`src/rtl/ps2_rx_fifo.sv`:
```
// PS/2 device-to-host receiver: pin conditioning, frame deframing and checking,
// and a small receive FIFO popped by the keyboard bus wrapper.
module ps2_rx_fifo #(
    parameter int DEPTH_LOG2     = 3,
    parameter int FILTER_LEN     = 4,
    parameter int TIMEOUT_CYCLES = 5000
) (
    input  logic       clk_cpu,
    input  logic       reset,
    input  logic       ps2_clk,
    input  logic       ps2_data,
    input  logic       rdn,
    output logic [7:0] data,
    output logic       ready,
    output logic       overflow,
    output logic       frame_err
);

    localparam int DEPTH = 1 << DEPTH_LOG2;
    localparam int FW    = $clog2(FILTER_LEN + 1);
    localparam int TW    = $clog2(TIMEOUT_CYCLES + 1);

    typedef enum logic {
        IDLE,
        RECV
    } state_t;

    // Bit 0 carries the clock pin, bit 1 the data pin.
    logic [1:0]    sync1_q, sync2_q;
    logic [1:0]    filt_q, filt_d;
    logic [FW-1:0] fcnt_q [2];
    logic [FW-1:0] fcnt_d [2];
    logic          fall_q, fall_d;

    state_t        state_q, state_d;
    logic [3:0]    bitcnt_q, bitcnt_d;
    logic [8:0]    shift_q, shift_d;
    logic [TW-1:0] tmo_q, tmo_d;
    logic          err_q, err_d;
    logic          push;

    logic [7:0]            mem_q [DEPTH];
    logic [7:0]            mem_d [DEPTH];
    logic [DEPTH_LOG2-1:0] wptr_q, wptr_d;
    logic [DEPTH_LOG2-1:0] rptr_q, rptr_d;
    logic [DEPTH_LOG2:0]   count_q, count_d;
    logic                  ovf_q, ovf_d;
    logic                  pop, full, do_push;

    // A filtered pin only follows the synchronised pin after FILTER_LEN
    // consecutive disagreeing samples.
    always_comb begin
        for (int i = 0; i < 2; i++) begin
            filt_d[i] = filt_q[i];
            fcnt_d[i] = '0;
            if (sync2_q[i] != filt_q[i]) begin
                if (fcnt_q[i] == FW'(FILTER_LEN - 1)) begin
                    filt_d[i] = sync2_q[i];
                end else begin
                    fcnt_d[i] = fcnt_q[i] + FW'(1);
                end
            end
        end
        fall_d = filt_q[0] & ~filt_d[0];
    end

    always_comb begin
        state_d  = state_q;
        bitcnt_d = bitcnt_q;
        shift_d  = shift_q;
        tmo_d    = '0;
        err_d    = 1'b0;
        push     = 1'b0;
        unique case (state_q)
            IDLE: begin
                if (fall_q && !filt_q[1]) begin
                    state_d  = RECV;
                    bitcnt_d = 4'd1;
                end
            end
            RECV: begin
                if (fall_q) begin
                    if (bitcnt_q == 4'd10) begin
                        state_d  = IDLE;
                        bitcnt_d = 4'd0;
                        // shift_q holds data+parity; filt_q[1] is the stop bit.
                        if (^shift_q && filt_q[1]) begin
                            push = 1'b1;
                        end else begin
                            err_d = 1'b1;
                        end
                    end else begin
                        shift_d  = {filt_q[1], shift_q[8:1]};
                        bitcnt_d = bitcnt_q + 4'd1;
                    end
                end else if (tmo_q == TW'(TIMEOUT_CYCLES - 1)) begin
                    state_d  = IDLE;
                    bitcnt_d = 4'd0;
                    err_d    = 1'b1;
                end else begin
                    tmo_d = tmo_q + TW'(1);
                end
            end
            default: state_d = IDLE;
        endcase
    end

    always_comb begin
        pop     = !rdn && (count_q != '0);
        full    = count_q[DEPTH_LOG2];
        do_push = push && (!full || pop);
        mem_d   = mem_q;
        wptr_d  = wptr_q;
        rptr_d  = rptr_q;
        count_d = count_q;
        ovf_d   = ovf_q;
        if (do_push) begin
            mem_d[wptr_q] = shift_q[7:0];
            wptr_d        = wptr_q + 1'b1;
        end
        if (pop) begin
            rptr_d = rptr_q + 1'b1;
        end
        if (do_push && !pop) begin
            count_d = count_q + 1'b1;
        end else if (pop && !do_push) begin
            count_d = count_q - 1'b1;
        end
        if (pop) begin
            ovf_d = 1'b0;
        end else if (push && full) begin
            ovf_d = 1'b1;
        end
    end

    always_ff @(posedge clk_cpu) begin
        if (reset) begin
            sync1_q  <= 2'b11;
            sync2_q  <= 2'b11;
            filt_q   <= 2'b11;
            fcnt_q   <= '{default: '0};
            fall_q   <= 1'b0;
            state_q  <= IDLE;
            bitcnt_q <= 4'd0;
            shift_q  <= '0;
            tmo_q    <= '0;
            err_q    <= 1'b0;
            mem_q    <= '{default: '0};
            wptr_q   <= '0;
            rptr_q   <= '0;
            count_q  <= '0;
            ovf_q    <= 1'b0;
        end else begin
            sync1_q  <= {ps2_data, ps2_clk};
            sync2_q  <= sync1_q;
            filt_q   <= filt_d;
            fcnt_q   <= fcnt_d;
            fall_q   <= fall_d;
            state_q  <= state_d;
            bitcnt_q <= bitcnt_d;
            shift_q  <= shift_d;
            tmo_q    <= tmo_d;
            err_q    <= err_d;
            mem_q    <= mem_d;
            wptr_q   <= wptr_d;
            rptr_q   <= rptr_d;
            count_q  <= count_d;
            ovf_q    <= ovf_d;
        end
    end

    assign ready     = (count_q != '0);
    assign data      = ready ? mem_q[rptr_q] : 8'h00;
    assign overflow  = ovf_q;
    assign frame_err = err_q;

endmodule

```
`config.mk`:
```
export PLATFORM = sky130hd
export DESIGN_NAME = ps2_rx_fifo
export DESIGN_NICKNAME = d
export VERILOG_FILES = /design/src/rtl/ps2_rx_fifo.sv
export SDC_FILE = /design/constraint.sdc
export NUM_CORES = 1
export LEC_CHECK = 0
export ABC_CLOCK_PERIOD_IN_PS = 5690
export BUFFER_PORTS_ARGS = -buffer_cell sky130_fd_sc_hd__buf_2
export CORE_MARGIN = 2
export CORE_UTILIZATION = 50
export CTS_CLUSTER_DIAMETER = 150
export DETAILED_ROUTE_END_ITERATION = 8
export GPL_TIMING_DRIVEN = 1
export PLACE_DENSITY = 0.72
export SKIP_CTS_REPAIR_TIMING = 1
export SLEW_MARGIN = 30
export SYNTH_ARGS = -nofsm -noshare
export SYNTH_HDL_FRONTEND = slang
export SYNTH_SLANG_ARGS = --single-unit
```
`constraint.sdc`:
```
create_clock -name clk_cpu -period 5.69 [get_ports clk_cpu]
set_clock_uncertainty 0.05 [all_clocks]
set_input_delay 1.138 -clock clk_cpu [delete_from_list [all_inputs] [get_ports clk_cpu]]
set_output_delay 1.138 -clock clk_cpu [all_outputs]
set_load 0.03 [all_outputs]
```
# After elaboration in Yosys (flattened, before gate mapping)
# Index checks and enable logic that the tools add are counted.
[op_classes]
n_eq_ne = 8
div_mod_pow = 0
bitwise = 8
shifts = 0
muxes = 29
n_reduce_logical = 25
order_cmp = 3
mul = 0
add_sub_neg = 8
[op_table]
columns = ["op", "count"]
rows = [
  ["bitwise mux 64 bit", 1],
  ["2-to-1 mux 8 bit", 4],
  ["binary-select mux 8 bit (select 3 bit)", 1],
  ["demux 8 bit (select 3 bit)", 1],
  ["2-to-1 mux 4 bit", 6],
  ["2-to-1 mux 1 bit", 14],
  ["adder 13 x 1 -> 13 bit (second input constant)", 1],
  ["equality test 13 bit (second input constant)", 1],
  ["adder 3 x 1 -> 3 bit (second input constant)", 4],
  ["parity 9 bit", 1],
  ["adder 4 x 1 -> 4 bit (second input constant)", 2],
  ["greater-or-equal comparator 4 bit (second input constant)", 2],
  ["logical AND 1 bit", 8],
  ["inverter 3 -> 4 bit", 2],
  ["case mux 4 bit (2 select lines)", 1],
  ["equality test 3 x 2 -> 1 bit (second input constant)", 2],
  ["OR reduction 3 bit", 2],
  ["logical NOT 1 bit", 5],
  ["inverter 1 bit", 5],
  ["equality test 4 bit (second input constant)", 1],
  ["less-than comparator 4 x 1 -> 1 bit (second input constant)", 1],
  ["AND reduction 2 bit", 2],
  ["nonzero test 4 bit", 1],
  ["OR reduction 2 bit", 2],
  ["other kinds (10)", 11],
]
[totals]
regBits = 116
word_cells = 105
memories = 0
latchBits = 0
input_bits = 5
rom_bits = 0
out_inout_bits = 11
ramBits = 0

# Logic depth before layout (Yosys ltp)
# Gate-level depths: netlist of run 1.
[depth]
word_depth = 11
mapped_depth = 14
mapped_depth_nobuf = 13

# Worst setup path before layout of run 1
# OpenSTA, ideal clock, no wires.
[synth_path]
kind = "input to register"
start = "in rdn"
end = "reg count_q[3]"
required_ps = 5569
cell_stages = 12
path_buffers = 1
setup_slack_ps = 2212
setup_ps = 71
t_arrival_ps = 3358
cell_sequence = "nand2_1 or4b_4 mux2i_4 buf_6 ha_1 inv_1 ha_1 a21o_1 a21oi_1 xnor2_1 or3_1 a21oi_1"
[synth_via]
elab_chain_cells = 7
elab_cells_between_ends = 10
classes_between = "mux (1); reduce/logical (9)"
[synth_rtl]
columns = ["item", "line", "source"]
rows = [
  ["start: declaration", "12", "input logic rdn,"],
  ["logical NOT 1 bit (*)", "109", "pop = !rdn && (count_q != '0);"],
  ["logical AND 1 bit (*)", "109", ""],
  ["logical OR 1 bit (*)", "111", "do_push = push && (!full || pop);"],
  ["logical AND 1 bit (*)", "111", ""],
  ["via do_push", "48", "logic pop, full, do_push;"],
  ["logical NOT 1 bit", "126", "end else if (pop && !do_push) begin"],
  ["logical AND 1 bit", "126", ""],
  ["nonzero test 2 bit (no line)", "-", ""],
  ["end signal: assignment", "167", "count_q <= count_d;"],
  ["end: declaration", "46", "logic [DEPTH_LOG2:0] count_q, count_d;"],
]
# The timed path passes the listed nets; every way through them passes the cells marked *.
# A chain may end at the register's enable or synchronous reset.

# Worst setup path in the final report of run 1
[layout_path]
start = "reg rptr_q[0]"
end = "out data[6]"
[layout_via]
elab_chain_cells = 5
[layout_rtl]
columns = ["item", "line", "source"]
rows = [
  ["start: declaration", "45", "logic [DEPTH_LOG2-1:0] rptr_q, rptr_d;"],
  ["start signal: assignment", "166", "rptr_q <= rptr_d;"],
  ["inverter 3 -> 4 bit (not written as such)", "173", "assign data = ready ? mem_q[rptr_q] : 8'h00;"],
  ["binary-select mux 8 bit (select 3 bit)", "173", ""],
  ["2-to-1 mux 8 bit (not written as such) (2 in series)", "173", ""],
  ["2-to-1 mux 8 bit", "173", ""],
  ["end: declaration", "13", "output logic [7:0] data,"],
]
# No other way between the ends. The select of a mux whose other input is x is not followed.

==> impl_results.md, run 1 <==
- Iter 0 DRT Violations: 174
- Synth Area per Inst: 10.2 µm²
- Detailed placement HPWL: 6460 µm
- Ys async rst share: 0%
- RSZ-0062 raised after global routing: false
- Top post-synthesis cells by area: dfxtp_1, mux2i_1, mux4_2
- Final Cycle Share: 62.6%
- Final Non-Filler Cells: 654
- Number of cell rows: 36
- Peak supply drop: 0.208 mV
- Initial antenna violation count: 0
- Vias: 3487
- Routed vias/inst: 5.33
- Final setup fails: 0
- Die Footprint: 11100 µm²
- Run status: finished clean
- Flops & latches, synth: 116
- CTS tree: built
- Starting density of the core: 52.1%
- Register area share after synthesis: 45.2%
- Yosys top cell by area: dfxtp_1
- WL/cell: 15.5 µm
- Syn-to-layout area delta: 13.0%
- TritonCTS Buffers: 17
- Synth cell types: 46
- Placed Cells: 625
- Setup crit start kind: register
- Port bufs: 15
- Actual slew at the worst max-slew pin: 0.932 ns
- Clk slew on worst S/H paths: 0.05 ns
- CP Buf/Inv Count: 2
- Hold Fails Final Rpt: 0
- FMAX: 281 MHz
- Ant. Diodes: 0
- Initial DRT Pass Iterations: 4
- Remaining antenna violation count: 0
- Top FF cell, synth: dfxtp_1
- Share of cells above drive strength 1: 13.8%
- Max FO, Critical Path: 13
- CTS Root Cell: clkbuf_8
- Clk buf depth: 2
- PD cells: 345 nW/µm²
- DRC: 0
- DIE WIDTH: 105 µm
- Final net count: 529
- Vias in the first global route: 3490
- Mapped Area: 5130 µm²
- GP Congestion: 0.767
- Final Max Tran Viols: 0
- Min Tclk post-route: 3.56 ns
- CP peak stage delay: 0.55 ns
- CTS Sinks: 116
- Worst hold path class: reg -> reg
- Critical path class: reg -> out
- Slew Limit Headroom: 37.8%
- GRT overflow: 0
- Gr usage total: 20.0%
- H-tree Lvls: 4
- Max-cap viol count: 0
- Largest net degree at the start of global routing: 46
- Cells along the critical path: buf_4 -> mux4_2 -> mux2i_1 -> nor2_1 -> buf_2
- CP arrival: 2.37 ns
- Required time worst endpoint: 4.50 ns
- Worst skew pair latency: 0.53 ns
- Total Routed Length: 10100 µm
- Post-synth EDFFs: 0
- Floorplan die height: 105 µm
- Slowest stage cell on the critical path: mux4_2
- Core Box Area: 9860 µm²
- Syn Nets: 519
- Critical path endpoint category: output pin
- First-pass GRT wire length: 17100 µm
- Pleak: 2.45 nW
- Io pins: 16
- Yosys warnings: 0
- Post-synth top area share: 45.2%
- Setup TNS: 0 ns
- Family with the most delay on the worst path: multiplexers
- Cells after synthesis: 501
synthesized netlist by cell type (6+ instances only):
cell type,instances
inv_1,11
xor2_1,9
nor2_1,55
nand2_1,86
ha_1,12
mux4_2,16
nand3_1,6
xnor2_1,14
mux2i_1,84
dfxtp_1,116
a21oi_1,10
buf_2,6
clkbuf_1,15
metrics by stage:
| stage | total power, W | hold slack (ns) | utilization, % | worst slack (ns) | instance area (µm²) |
|---|---|---|---|---|---|
| floorplan | 0.00102 | 0.339 | - | 2.21 | 5130 |
| global placement | 0.00107 | 0.345 | 53.5 | 1.86 | 5280 |
| detailed placement | 0.00107 | 0.351 | 53.5 | 1.72 | 5280 |
| CTS | 0.00202 | 0.366 | 58.8 | 2.05 | 5800 |
| global route | 0.00208 | 0.386 | 58.8 | 1.96 | 5800 |
| finish | 0.00200 | 0.363 | 58.8 | 2.13 | 5800 |
sequential cells by signal, summed over array words and instances, names as in the netlist, 3 cells and up:
name,cells
shift_q,9
tmo_q,13
rptr_q,3
wptr_q,3
bitcnt_q,4
count_q,4
mem_q,64
fcnt_q,6
worst reg2reg max path: stages, from the launching register on:
cell and delay [ns]:
dfxtp_1 0.36, xor3_1 0.47, or4b_4 0.52, mux2i_4 0.45
ha_1 0.29, inv_1 0.10, ha_1 0.27, a21o_1 0.18
a21oi_1 0.19, xnor2_1 0.11, or3_1 0.31, a21oi_1 0.13
report_power, final:
group	leakage, nW	internal, W	switching (W)	total (W)
Clock	0.263	0.000600	0.000342	0.000943
Combinational	1.25	0.0000850	0.000115	0.000200
Sequential	0.936	0.000829	0.0000293	0.000858
worst paths after layout:
path,startpoint,slack [ns],to,depth (start not counted)
worst max-delay path,rptr_q[0]$_SDFFE_PP0P_,2.13,data[6],5
worst min-delay path,sync1_q[0]$_SDFF_PP1_,0.36,sync2_q[0]$_SDFF_PP1_,1
worst max register to register,shift_q[0]$_SDFFE_PP0P_,2.18,count_q[3]$_SDFFE_PP0P_,11
worst min register to register,sync1_q[0]$_SDFF_PP1_,0.36,sync2_q[0]$_SDFF_PP1_,1
placed cells by master (no fill, tap or decap), types with 4 or more instances in the layout:
cell         n
a21oi_1     10
buf_2       15
xor2_1       9
clkbuf_16   16
mux2i_1     84
clkbuf_8     4
clkinv_2     5
ha_1        12
inv_1       10
nand2_1     86
dfxtp_1    116
nand3_1      6
and2_1       4
mux4_2      16
nand4b_1     4
or2_2        4
nor2_1      55
xnor2_1     14
logic make-up after synthesis:
| kind of cell | after synthesis | synth area share [%] |
|---|---|---|
| buffers and inverters | 38 | 3.14 |
| adder cells (fa/ha/maj) | 13 | 3.31 |
| XOR/XNOR | 25 | 4.82 |
| AND/OR/NAND/NOR | 187 | 17.0 |
| flip-flops | 116 | 45.2 |
| multiplexers | 101 | 23.8 |
| AO/OA/AOI/OAI | 21 | 2.68 |
metal layers:
layer,up-vias,part of all wire [%],global-route usage (%),wire length (µm)
met2,55,50,33.5,5090
met4,0,1.0,7.71,104
met3,13,3.7,6.93,369
li1,1741,-,-,-
met1,1678,45,23.5,4540
met5,-,0,0,0
final cells by class:
class,count,area [µm²]
Clock buffer,23,467
Clock inverter,6,55.1
Fill cell,803,4060
Inverter,11,41.3
Multi-Input combinational cell,347,2650
Sequential cell,116,2320
Tap cell,133,166
Timing Repair Buffer,18,97.6
Note: power is estimated with default switching activity, not from simulation.
==> inputs of run 2 (changes only) <==
Settings changed: ABC_AREA from default to 1, ABC_CLOCK_PERIOD_IN_PS 5690 to 3000, PLACE_DENSITY 0.72 to 0.75.
Clock period 5.69 ns to 3 ns, I/O delays scaled along.
==> impl_results.md, run 2 <==
- Run status: finished clean
- First-pass GRT wire length: 24600 µm (+44%)
- CTS tree: built
- Family with the most delay on the worst path: buffers and inverters
- Clk slew on worst S/H paths: 0.05 ns (about the same)
- CP peak stage delay: 0.44 ns (-0.11 ns)
- Worst skew pair latency: 0.42 ns (-0.11 ns)
- FMAX: 355 MHz
- Syn-to-layout area delta: 13.3%
- Setup crit start kind: register
- Yosys warnings: 0 (unchanged)
- Final setup fails: 0 (unchanged)
- CP arrival: 2.17 ns (-0.20 ns)
- Placed cell area: 6410 µm² (+22%)
- Ys async rst share: 0% (unchanged)
- Io pins: 16 (unchanged)
- Post-synth EDFFs: 0 (unchanged)
- Top post-synthesis cells by area: dfxtp_1, nand2_1, inv_1
- Reg-to-reg critical path startpoint: shift_q[1]$_SDFFE_PP0P_
- Max FO, Critical Path: 14 (+1)
- GP Congestion: 0.902 (+18%)
- TritonCTS Buffers: 17 (unchanged)
- Fillcell total: 1136 (+41%)
- CTS Root Cell: clkbuf_16
- Slew Limit Headroom: 44.1% (+6.3 points)
- Final Max Tran Viols: 0 (unchanged)
- Hold wc startpoint: ps2_data
- Synth cell types: 33 (-28%)
- Flops & latches, synth: 116 (unchanged)
- Cells after synthesis: 920 (+84%)
- Number of cell rows: 40 (+11%)
- CP Buf/Inv Count: 2 (unchanged)
- Largest net degree at the start of global routing: 74 (+61%)
- Starting density of the core: 51.5% (-0.52 points)
- Die Footprint: 13400 µm² (+21%)
- Register area share after synthesis: 37.2% (-8.0 points)
- Commonest non-fill, non-tap cell in the layout: nand2_1
- Count leader, synth: nand2_1
- Yosys top cell by area: dfxtp_1
- Final net count: 940 (+78%)
- Max-cap viol count: 0 (unchanged)
- Initial antenna violation count: 0 (unchanged)
- Synth Area per Inst: 6.79 µm² (-34%)
- Floorplan die height: 116 µm (+9.9%)
- Initial DRT Pass Iterations: 5 (+1)
- Ant. Diodes: 0 (unchanged)
- Total Routed Length: 14700 µm (+45%)
- Syn Nets: 938 (+81%)
- Worst hold path class: in -> reg
- Port bufs: 15 (unchanged)
- Hold_ws: 0.310 ns (-0.0527 ns)
- Hold Fails Final Rpt: 0 (unchanged)
- Iter 0 DRT Violations: 469 (+170%)
- Most frequent cells in the layout: nand2_1, inv_1, dfxtp_1, nor2_1, nand4_1
- R2r setup slk: 0.23 ns (-1.95 ns)
- Flip-flop count of the largest register after layout: 64 (unchanged)
- Post-synth top cells: nand2_1, inv_1, dfxtp_1
- Actual slew at the worst max-slew pin: 0.839 ns (-0.0932 ns)
- Routed vias/inst: 5.10 (-4.3%)
- Cells along the critical path: clkinv_1 -> a21oi_1 -> o21ai_0 -> nand3_1 -> nand2_1 -> a31oi_1 -> buf_2
- Clk buf depth: 2 (unchanged)
- Vias in the first global route: 5137 (+47%)
- Biggest register: mem_q
- Core Box Area: 12100 µm² (+23%)
- PD cells: 680 nW/µm² (+97%)
- Critical path endpoint category: output pin
- RSZ-0062 raised after global routing: false
- Mapped Area: 6240 µm² (+22%)
- Required time worst endpoint: 2.35 ns (-2.15 ns)
- H-tree Lvls: 4 (unchanged)
- Remaining antenna violation count: 0 (unchanged)
- Vias: 5630 (+61%)
- Setup TNS: 0 ns (unchanged)
- DIE WIDTH: 116 µm (+9.9%)
- GRT overflow: 0 (unchanged)
- Final Cycle Share: 94.0%
- Critical Path Source: rptr_q[1]$_SDFFE_PP0P_
- Power Total: 0.00481 W (+140%)
- Top FF cell, synth: dfxtp_1
- Share of cells above drive strength 1: 12.5% (-1.3 points)
- DRC: 0 (unchanged)
- CTS Sinks: 116 (unchanged)
- Pleak: 2.99 nW (+22%)
- Slowest stage cell on the critical path: clkinv_1
- WL/cell: 13.3 µm (-14%)
- Largest registers: mem_q x64, tmo_q x13, shift_q x9
- Post-synth top area share: 37.2% (-8.0 points)
- Min Tclk post-route: 2.82 ns
- Critical path class: reg -> out
- Final std cell area, no fill: 7070 µm² (+22%)
- Detailed placement HPWL: 9580 µm (+48%)
- Gr usage total: 23.5% (+3.5 points)
- Peak supply drop: 0.490 mV (+140%)
==> run 2: changes by cell type in the layout (fill, tap and decap cells not counted), moves of 16 or more <==
cell	before	now
mux4_2	16	0
o21ai_0	2	62
nand2_1	86	190
inv_1	10	165
nor2_1	55	92
nand4_1	3	66
mux2i_1	84	0
a21oi_1	10	61
==> run 2: cell families (layout without fill, tap and decap cells) <==
group,Yosys count,after routing,share of synthesized area [%]
buffers and inverters,229,244,14.9
adders and majority gates,13,13,2.73
xor gates and xnor gates,6,6,0.842
and+or+nand+nor,421,421,33.2
AOI/OAI and AO/OA,135,135,11.1
DFF,116,116,37.2
==> run 2: area by class of cell <==
class / count / area, µm² / share of cell area (%)
clock buffers: 24 / 512 / 7.24
repair buffers: 30 / 200 / 2.83
inverters: 182 / 696 / 9.84
flip-flops and latches: 116 / 2330 / 32.9
well taps: 168 / 210 / 2.97
clock inverters: 8 / 120 / 1.70
multi-input cells: 575 / 3010 / 42.5
==> run 2: path summary, 6_finish.rpt <==
path / end / cells after the start
max: data[6] / 7
min: sync1_q[1]$_SDFF_PP1_ / 2
max reg2reg: count_q[3]$_SDFFE_PP0P_ / 19
min reg2reg: sync2_q[0]$_SDFF_PP1_ / 1
==> run 2: stage by stage <==
step           util (%)  worst slack, ns  std cells
2_1_floorplan         -           0.0500        920
3_3_place_gp       53.0            0.253       1071
3_5_place_dp       53.0            0.132       1071
4_1_cts            58.2            0.118       1103
5_1_grt            58.4          0.00956       1103
6_report           58.4            0.180       1103
==> run 2: routing by layer <==
metal	routed length, µm	GRT usage (%)
met1	6770	30.8
met2	6630	36.5
met3	882	6.75
met4	395	10.0
met5	0	0
==> run 2: power by group <==
| group | switching (W) | internal (W) |
|---|---|---|
| logic | 0.000735 | 0.000306 |
| clock network | 0.000713 | 0.00143 |
| registers | 0.0000415 | 0.00158 |
| total | 0.00149 | 0.00332 |
==> run 2: worst register-to-register path: stages (launching register included) <==
cell	delay (ns)
dfxtp_2	0.34
inv_4	0.11
nand2_1	0.06
nand2_1	0.12
nand2_1	0.09
nand2_1	0.08
nand2_1	0.06
nand3_2	0.08
nand3_1	0.11
nor2_4	0.11
nand2_1	0.11
inv_2	0.09
ha_1	0.17
inv_1	0.09
ha_1	0.33
and3_1	0.20
a211oi_2	0.16
xor2_1	0.16
nand2_1	0.06
a21oi_1	0.11
